$ cat config.mk
export PLATFORM = sky130hd
export DESIGN_NAME = speculative_issue_ctrl
export DESIGN_NICKNAME = d
export VERILOG_FILES = /design/src/rtl/speculative_issue_ctrl.sv
export SDC_FILE = /design/constraint.sdc
export NUM_CORES = 1
export LEC_CHECK = 0
export ABC_AREA = 1
export BUFFER_PORTS_ARGS = -buffer_cell sky130_fd_sc_hd__buf_2
export CAP_MARGIN = 20
export CORE_MARGIN = 10
export CORE_UTILIZATION = 48
export DETAILED_ROUTE_END_ITERATION = 10
export PLACE_DENSITY_LB_ADDON = 0.2
export SLEW_MARGIN = 10
export SYNTH_ARGS = -nofsm -noshare
export SYNTH_HDL_FRONTEND = slang
export SYNTH_SLANG_ARGS = --single-unit
$ cat constraint.sdc
create_clock -name clk -period 2.4 [get_ports clk]
set_input_delay 0.12 -clock clk [delete_from_list [all_inputs] [get_ports clk]]
set_output_delay 0.12 -clock clk [all_outputs]
set_load 0.01 [all_outputs]
$ cat src/rtl/speculative_issue_ctrl.sv
// Two-entry micro-op issue buffer between micro-code fetch and execution.
// Slot 0 is the oldest entry; a slot-0/slot-1 pair issues together when the judge reports no conflict.
module speculative_issue_ctrl #(
   parameter bit DUAL_EN = 1'b1,
   parameter int CNT_W   = 16
) (
   input  logic             clk,
   input  logic             rst_n,
   input  logic             in_valid,
   output logic             in_ready,
   input  logic [31:0]      in_instruction,
   input  logic [31:0]      in_micro_code,
   output logic [31:0]      micro_code_normal,
   output logic [31:0]      micro_code_speculative,
   output logic [31:0]      instruction_normal,
   output logic [31:0]      instruction_speculative,
   input  logic             is_micro_code_not_conflict,
   input  logic             flush,
   output logic             issue_valid,
   output logic             issue_dual,
   input  logic             exec_ready,
   output logic [31:0]      issue_micro_code0,
   output logic [31:0]      issue_micro_code1,
   output logic [31:0]      issue_instruction0,
   output logic [31:0]      issue_instruction1,
   output logic [CNT_W-1:0] dual_issue_count,
   output logic [1:0]       state_dbg
);

   // Handshake: an op transfers on a cycle where in_valid && in_ready; a bundle
   // leaves the issue register on a cycle where issue_valid && exec_ready.
   typedef enum logic [1:0] {EMPTY = 2'd0, ONE = 2'd1, TWO = 2'd2} state_t;

   state_t      state;
   logic [31:0] mc0, ins0, mc1, ins1;
   logic        load, dual, push;
   logic [1:0]  pop, rem;

   always_comb begin
      load     = (state != EMPTY) && (!issue_valid || exec_ready) && !flush;
      dual     = load && (state == TWO) && (DUAL_EN != 1'b0) && is_micro_code_not_conflict;
      pop      = dual ? 2'd2 : (load ? 2'd1 : 2'd0);
      in_ready = !flush && ((state != TWO) || load);
      push     = in_valid && in_ready;
      rem      = 2'(state) - pop;
   end

   assign micro_code_normal       = (state != EMPTY) ? mc0  : '0;
   assign instruction_normal      = (state != EMPTY) ? ins0 : '0;
   assign micro_code_speculative  = (state == TWO)   ? mc1  : '0;
   assign instruction_speculative = (state == TWO)   ? ins1 : '0;
   assign state_dbg               = 2'(state);

   always_ff @(posedge clk) begin
      if (!rst_n) begin
         state              <= EMPTY;
         mc0                <= '0;
         ins0               <= '0;
         mc1                <= '0;
         ins1               <= '0;
         issue_valid        <= 1'b0;
         issue_dual         <= 1'b0;
         issue_micro_code0  <= '0;
         issue_micro_code1  <= '0;
         issue_instruction0 <= '0;
         issue_instruction1 <= '0;
         dual_issue_count   <= '0;
      end else if (flush) begin
         state       <= EMPTY;
         issue_valid <= 1'b0;
         issue_dual  <= 1'b0;
      end else begin
         state <= state_t'(rem + {1'b0, push});
         if (pop == 2'd1 && state == TWO) begin
            mc0  <= mc1;
            ins0 <= ins1;
         end
         // A pushed op lands in the first slot left free after this cycle's pop.
         if (push) begin
            if (rem == 2'd0) begin
               mc0  <= in_micro_code;
               ins0 <= in_instruction;
            end else begin
               mc1  <= in_micro_code;
               ins1 <= in_instruction;
            end
         end
         if (load) begin
            issue_micro_code0  <= mc0;
            issue_instruction0 <= ins0;
            issue_micro_code1  <= dual ? mc1  : '0;
            issue_instruction1 <= dual ? ins1 : '0;
            issue_valid        <= 1'b1;
            issue_dual         <= dual;
         end else if (exec_ready && issue_valid) begin
            issue_valid <= 1'b0;
            issue_dual  <= 1'b0;
         end
         if (dual && dual_issue_count != '1)
            dual_issue_count <= dual_issue_count + CNT_W'(1);
      end
   end

endmodule
Word level (Yosys, flattened, before mapping)
Cells that the tools add are included.
W data, S select, Z words.
{"block": "totals", "regBits": 276, "inputBits": 70, "out_inout_bits": 277, "wordCells": 59}
{"block": "classes", "addsub": 3, "eq_ne": 4, "mux": 17, "bitwise": 3, "reduce_logical": 20}
{"operator": "$mux W32", "n": 12}
{"operator": "$add A16 B1 Y16 const B", "n": 1}
{"operator": "$ne A16 B16 Y1 const B", "n": 1}
{"operator": "$logic_and A1 B1 Y1", "n": 9}
{"operator": "$mux W1", "n": 4}
{"operator": "$reduce_and A2 Y1", "n": 2}
{"operator": "$reduce_bool A2 Y1", "n": 2}
{"operator": "$not A1 Y1", "n": 3}
{"operator": "$reduce_and A3 Y1", "n": 1}
{"operator": "$add A2 B1 Y2", "n": 1}
{"operator": "$eq A2 B1 Y1 const B", "n": 1}
{"operator": "$eq A2 B2 Y1 const B", "n": 1}
{"operator": "$logic_not A1 Y1", "n": 2}
{"operator": "$logic_not A2 Y1", "n": 1}
{"operator": "$logic_or A1 B1 Y1", "n": 2}
{"operator": "$mux W2", "n": 1}
{"operator": "$ne A2 B2 Y1 const B", "n": 1}
{"operator": "$reduce_or A2 Y1", "n": 1}
{"operator": "$sub A2 B2 Y2", "n": 1}

Logic depth before layout (Yosys ltp)
{"block": "depth", "word_depth": 12, "ltp_mapped": 18, "depth_no_buf": 14}

Least setup slack after synthesis
Ideal clock, no wire load.
{"block": "synth_timing", "path_kind": "register -> register", "startpoint": "register issue_valid", "endpoint": "register ins0[2]", "setup_ps": 128, "t_arrival_ps": 2256, "required_time_ps": 2272, "path_slack_ps": 16, "stages_incl_launch_ff": 15, "path_buffers": 3, "synth_period_minus_slack_ps": 2384, "path_cell_list": "dfxtp_1 > nand2_1 > nand2_1 > nor2_1 > inv_1 > clkbuf_1 > buf_2 > nor2_1 > ha_1 > inv_1 > nor2_4 > buf_2 > nand3_1 > nand2_1 > nor2_1"}
{"block": "synth_via", "elab_chain_cells": 12, "word_cells_on_any_way": 18, "classes_between": "add/sub (1); eq/ne (1); mux (5); reduce/logical (11)"}
{"element": "from (decl)", "line_no": "19", "rtl": "output logic issue_valid,"}
{"element": "from (signal assigned)", "line_no": "61", "rtl": "issue_valid <= 1'b0;"}
{"element": "from (signal assigned)", "line_no": "70", "rtl": "issue_valid <= 1'b0;"}
{"element": "from (signal assigned)", "line_no": "93", "rtl": "issue_valid <= 1'b1;"}
{"element": "$logic_not A1 Y1 *", "line_no": "40", "rtl": "load = (state != EMPTY) && (!issue_valid || exec_ready) && !flush;"}
{"element": "$logic_or A1 B1 Y1 *", "line_no": "40"}
{"element": "$logic_and A1 B1 Y1 * (2 in series)", "line_no": "40"}
{"element": "parallel branches: the longest is 7 deep, another holds $sub A2 B2 Y2"}
{"element": "$mux W32 *", "line_no": "79", "rtl": "if (push) begin"}
{"element": "to (signal assigned)", "line_no": "76", "rtl": "ins0 <= ins1;"}
{"element": "to (signal assigned)", "line_no": "82", "rtl": "ins0 <= in_instruction;"}
{"element": "to (decl)", "line_no": "35", "rtl": "logic [31:0] mc0, ins0, mc1, ins1;"}
Every way passes the cells marked *.
A chain may end at the register's enable or synchronous reset.

Worst setup path after layout
{"block": "layout_timing", "startpoint": "register state[1], in the netlist state_dbg[1]", "endpoint": "output instruction_normal[12]"}
{"block": "layout_via", "elab_chain_cells": 2}
{"element": "from (decl)", "line_no": "34", "rtl": "state_t state;"}
{"element": "from (signal assigned)", "line_no": "73", "rtl": "state <= state_t'(rem + {1'b0, push});"}
{"element": "$reduce_bool A2 Y1", "line_no": "49", "rtl": "assign instruction_normal = (state != EMPTY) ? ins0 : '0;"}
{"element": "$mux W32", "line_no": "49"}
{"element": "to (decl)", "line_no": "15", "rtl": "output logic [31:0] instruction_normal,"}
No other way between the ends.

==> results.sh <==
export IMPL_via_per_inst=4.98
export IMPL_clkPwrFrac_pct=39.6
export IMPL_rows=60
export IMPL_hpwl_mm=27.2
export IMPL_crit_arrival_ns=2.16
export IMPL_dieHeight_um=185
export IMPL_power_density_nw_per_um2=719
export IMPL_p_seq_share_pct=42.9
export IMPL_antenna_found_initial=1
export IMPL_syn_to_final_growth_pct=26.5
export IMPL_finalCritPeriodShare_pct=95.1
export IMPL_antennaDiodeCount=0
export IMPL_critPathSlowestCell="buf_4"
export IMPL_cp_end_kind="output pin"
export IMPL_power_switching_mw=3.46
export IMPL_tightest_slew_ns=0.857
export IMPL_path_class="reg -> out"
export IMPL_cts_buffers=31
export IMPL_die_area_um2=34100
export IMPL_synth_area_um2=13000
export IMPL_async_flop_share_pct=0
export IMPL_maxCapViolCount=0
export IMPL_layout_setup_ws_ns=0.118
export IMPL_wl_per_cell_um=15.9
export IMPL_fp_coreArea_um2=26800
export IMPL_cts_sinks=276
export IMPL_synth_fp_nets=1988
export IMPL_regArea_um2=5530
export IMPL_maxSlewViolCount=0
export IMPL_internal_power_mw=8.39
export IMPL_status="completed"
export IMPL_synth_lib_cells_used_distinct=31
export IMPL_worstPathCellList="nor2_4 > buf_4 > nor2_1 > buf_2"
export IMPL_drtAntennaViolNets=0
export IMPL_seq_area_frac_synth_pct=42.4
export IMPL_wl_mm=41.6
export IMPL_grt_pass1_vias=12500
export IMPL_fin_crit_ns=2.28
export IMPL_comb_power_share_pct=17.5
export IMPL_cp_max_fo=65
export IMPL_start_kind="flip-flop"
export IMPL_critPathMaxStageDelay_ns=0.66
export IMPL_tns_ns=0
export IMPL_rsz0062_at_grt="no"
export IMPL_postSynthCellCount=1915
export IMPL_cts_root_buf="clkbuf_16"
export IMPL_drc=0
export IMPL_yosysWarnings=0
export IMPL_critPathTopFamily="buffers and inverters"
export IMPL_numPortBuffers=346
export IMPL_pre_cts_slack_ns=0.214
export IMPL_ir_drop_mv=0.467
export IMPL_vias=13000
export IMPL_final_util_pct=61.5
export IMPL_cts_max_path_buffers=3
export IMPL_grt_overflow_total=0
export IMPL_hold_violations=0
export IMPL_hold_slack_ns=0.0623
export IMPL_max_freq_mhz=438
export IMPL_grt_use_total_pct=23.5
export IMPL_hold_path_class="in -> reg"
export IMPL_synth_ff_type="dfxtp_1"
export IMPL_finalPower_mw=11.9
export IMPL_first_iter_violations=923
export IMPL_ioPinCount=347
export IMPL_grt_max_degree=130
export IMPL_clock_latency_ns=0.55
export IMPL_finClkSkew_ns=0.0102
export IMPL_multi_input_area_um2=5900
export IMPL_place_congestion=0.869
export IMPL_setup_viol=0
export IMPL_p_leak_nw=7.86
export IMPL_worstPathRequired_ns=2.28
export IMPL_start_util_pct=48.6
export IMPL_grt_pass1_wl_mm=65.8
export IMPL_fill_cells=2508
export IMPL_slew_headroom_pct=42.9
export IMPL_synth_ff_latch_count=276
export IMPL_synth_edf_count=0
export IMPL_dr_pass1_iters=5
export IMPL_drive_gt1_share_pct=22.8
export IMPL_htreeDepth=1
export IMPL_cts_tree="yes"
export IMPL_syn_area_per_cell_um2=6.80
export IMPL_clkTransAtPathRegs_ns=0.06
export IMPL_crit_buf_inv=2
export IMPL_fp_dieW_um=185
export IMPL_nets=2327
export IMPL_swShare_pct=29.2
[power groups by stage]
stage          Sequential [mW]  Clock [mW]  Combinational (mW)
2_1_floorplan             5.12           0                1.57
3_3_place_gp              5.17           0                1.95
3_5_place_dp              5.18           0                1.98
4_1_cts                   5.08        4.78                2.08
5_1_grt                   5.12        4.98                2.33
6_report                  5.08        4.69                2.07
[cells by family after synthesis]
logic type | Yosys count | share of synthesized area, %
buffers and inverters | 353 | 12.5
adders and majority gates | 3 | 0.288
AOI/OAI and AO/OA | 279 | 11.1
DFF | 276 | 42.4
xor gates and xnor gates | 12 | 0.807
and+or+nand+nor | 992 | 32.8
[what timing repair did]
| item | CTS | global route |
|---|---|---|
| setup buffers | 0 | 0 |
| gates resized for setup | 0 | 1 |
| setup endpoints to repair | 0 | 17 |
| hold buffers | 66 | 0 |
| hold endpoints to repair | 132 | 0 |
[cells in the mapped netlist (6+ instances only)]
master / number / area, um2
nor2_1: 263 / 987
nand2_1: 560 / 2100
o21ai_0: 67 / 335
xor2_1: 11 / 96.3
buf_2: 55 / 275
buf_4: 6 / 45.0
nand3_1: 85 / 425
clkbuf_1: 46 / 173
inv_1: 216 / 811
nor3_1: 6 / 30.0
nand3_2: 57 / 571
buf_1: 8 / 30.0
buf_12: 7 / 140
a21oi_1: 199 / 996
buf_6: 13 / 146
dfxtp_1: 276 / 5530
a21oi_2: 10 / 87.6
nor2_2: 11 / 68.8
[layout make-up]
class / instances / share of cell area, %
clock buffer: 44 / 5.43
clock inverter: 12 / 0.684
inverter: 218 / 5.01
sequential: 276 / 33.5
multi-input combinational: 1286 / 35.8
timing repair buffer: 441 / 16.9
tap: 341 / 2.59
[through the flow]
step	cell area, um2	instances
6_report	16500	2618
3_5_place_dp	14800	2496
2_1_floorplan	13000	1915
5_1_grt	16500	2618
3_3_place_gp	14800	2496
4_1_cts	16500	2618
[placed cells by master, fill, tap and decap left out, types with 2 or more instances in the layout]
| cell | netlist | layout |
|---|---|---|
| nor2_1 | 263 | 261 |
| buf_12 | 7 | 14 |
| buf_2 | 55 | 346 |
| buf_4 | 6 | 14 |
| nand2_1 | 560 | 559 |
| nand4_1 | 3 | 3 |
| inv_2 | 1 | 2 |
| nand3_2 | 57 | 57 |
| nor2_4 | 1 | 3 |
| bufinv_16 | 0 | 2 |
| dlygate4sd3_1 | 0 | 66 |
| clkbuf_8 | 0 | 7 |
| ha_1 | 3 | 3 |
| xor2_1 | 11 | 11 |
| inv_1 | 216 | 214 |
| clkinv_2 | 0 | 9 |
| nand2_2 | 2 | 3 |
| a21oi_2 | 10 | 10 |
| o21ai_0 | 67 | 67 |
| clkbuf_16 | 0 | 31 |
| nand3_1 | 85 | 85 |
| a21oi_1 | 199 | 199 |
| nor3_1 | 6 | 6 |
| dfxtp_1 | 276 | 276 |
| clkbuf_1 | 46 | 6 |
| nor2_2 | 11 | 11 |
[worst paths after layout]
path                                         end  depth (start not counted)                                 from  slack (ns)
min          issue_instruction1[24]$_SDFFE_PN0P_                          3                                rst_n        0.06
max                       instruction_normal[12]                          4              state_dbg[1]$_SDFF_PP0_        0.12
min reg2reg  issue_instruction0[11]$_SDFFE_PN0P_                          2  issue_instruction0[11]$_SDFFE_PN0P_        0.46
max reg2reg                ins0[19]$_SDFFE_PN0N_                         11              state_dbg[0]$_SDFF_PP0_        0.19
[tightest hold or removal path: stages]
cell     delay, ns
buf_2         0.13
inv_6         0.15
a21oi_1       0.18
[per-layer routing]
layer,share of wire (%),vias to the layer above,global-route usage (%)
met5,0.031,-,0
met4,2.4,2,7.02
met2,47,410,40.3
li1,-,6572,-
met1,43,6001,28.8
met3,7.0,64,5.08
[registers in the layout (all words and copies together) (netlist names), 32 cells and up]
name / flops
ins0: 32
ins1: 32
issue_instruction0: 32
issue_instruction1: 32
issue_micro_code0: 32
issue_micro_code1: 32
mc0: 32
mc1: 32
Note: power is estimated with default switching activity, not from simulation.
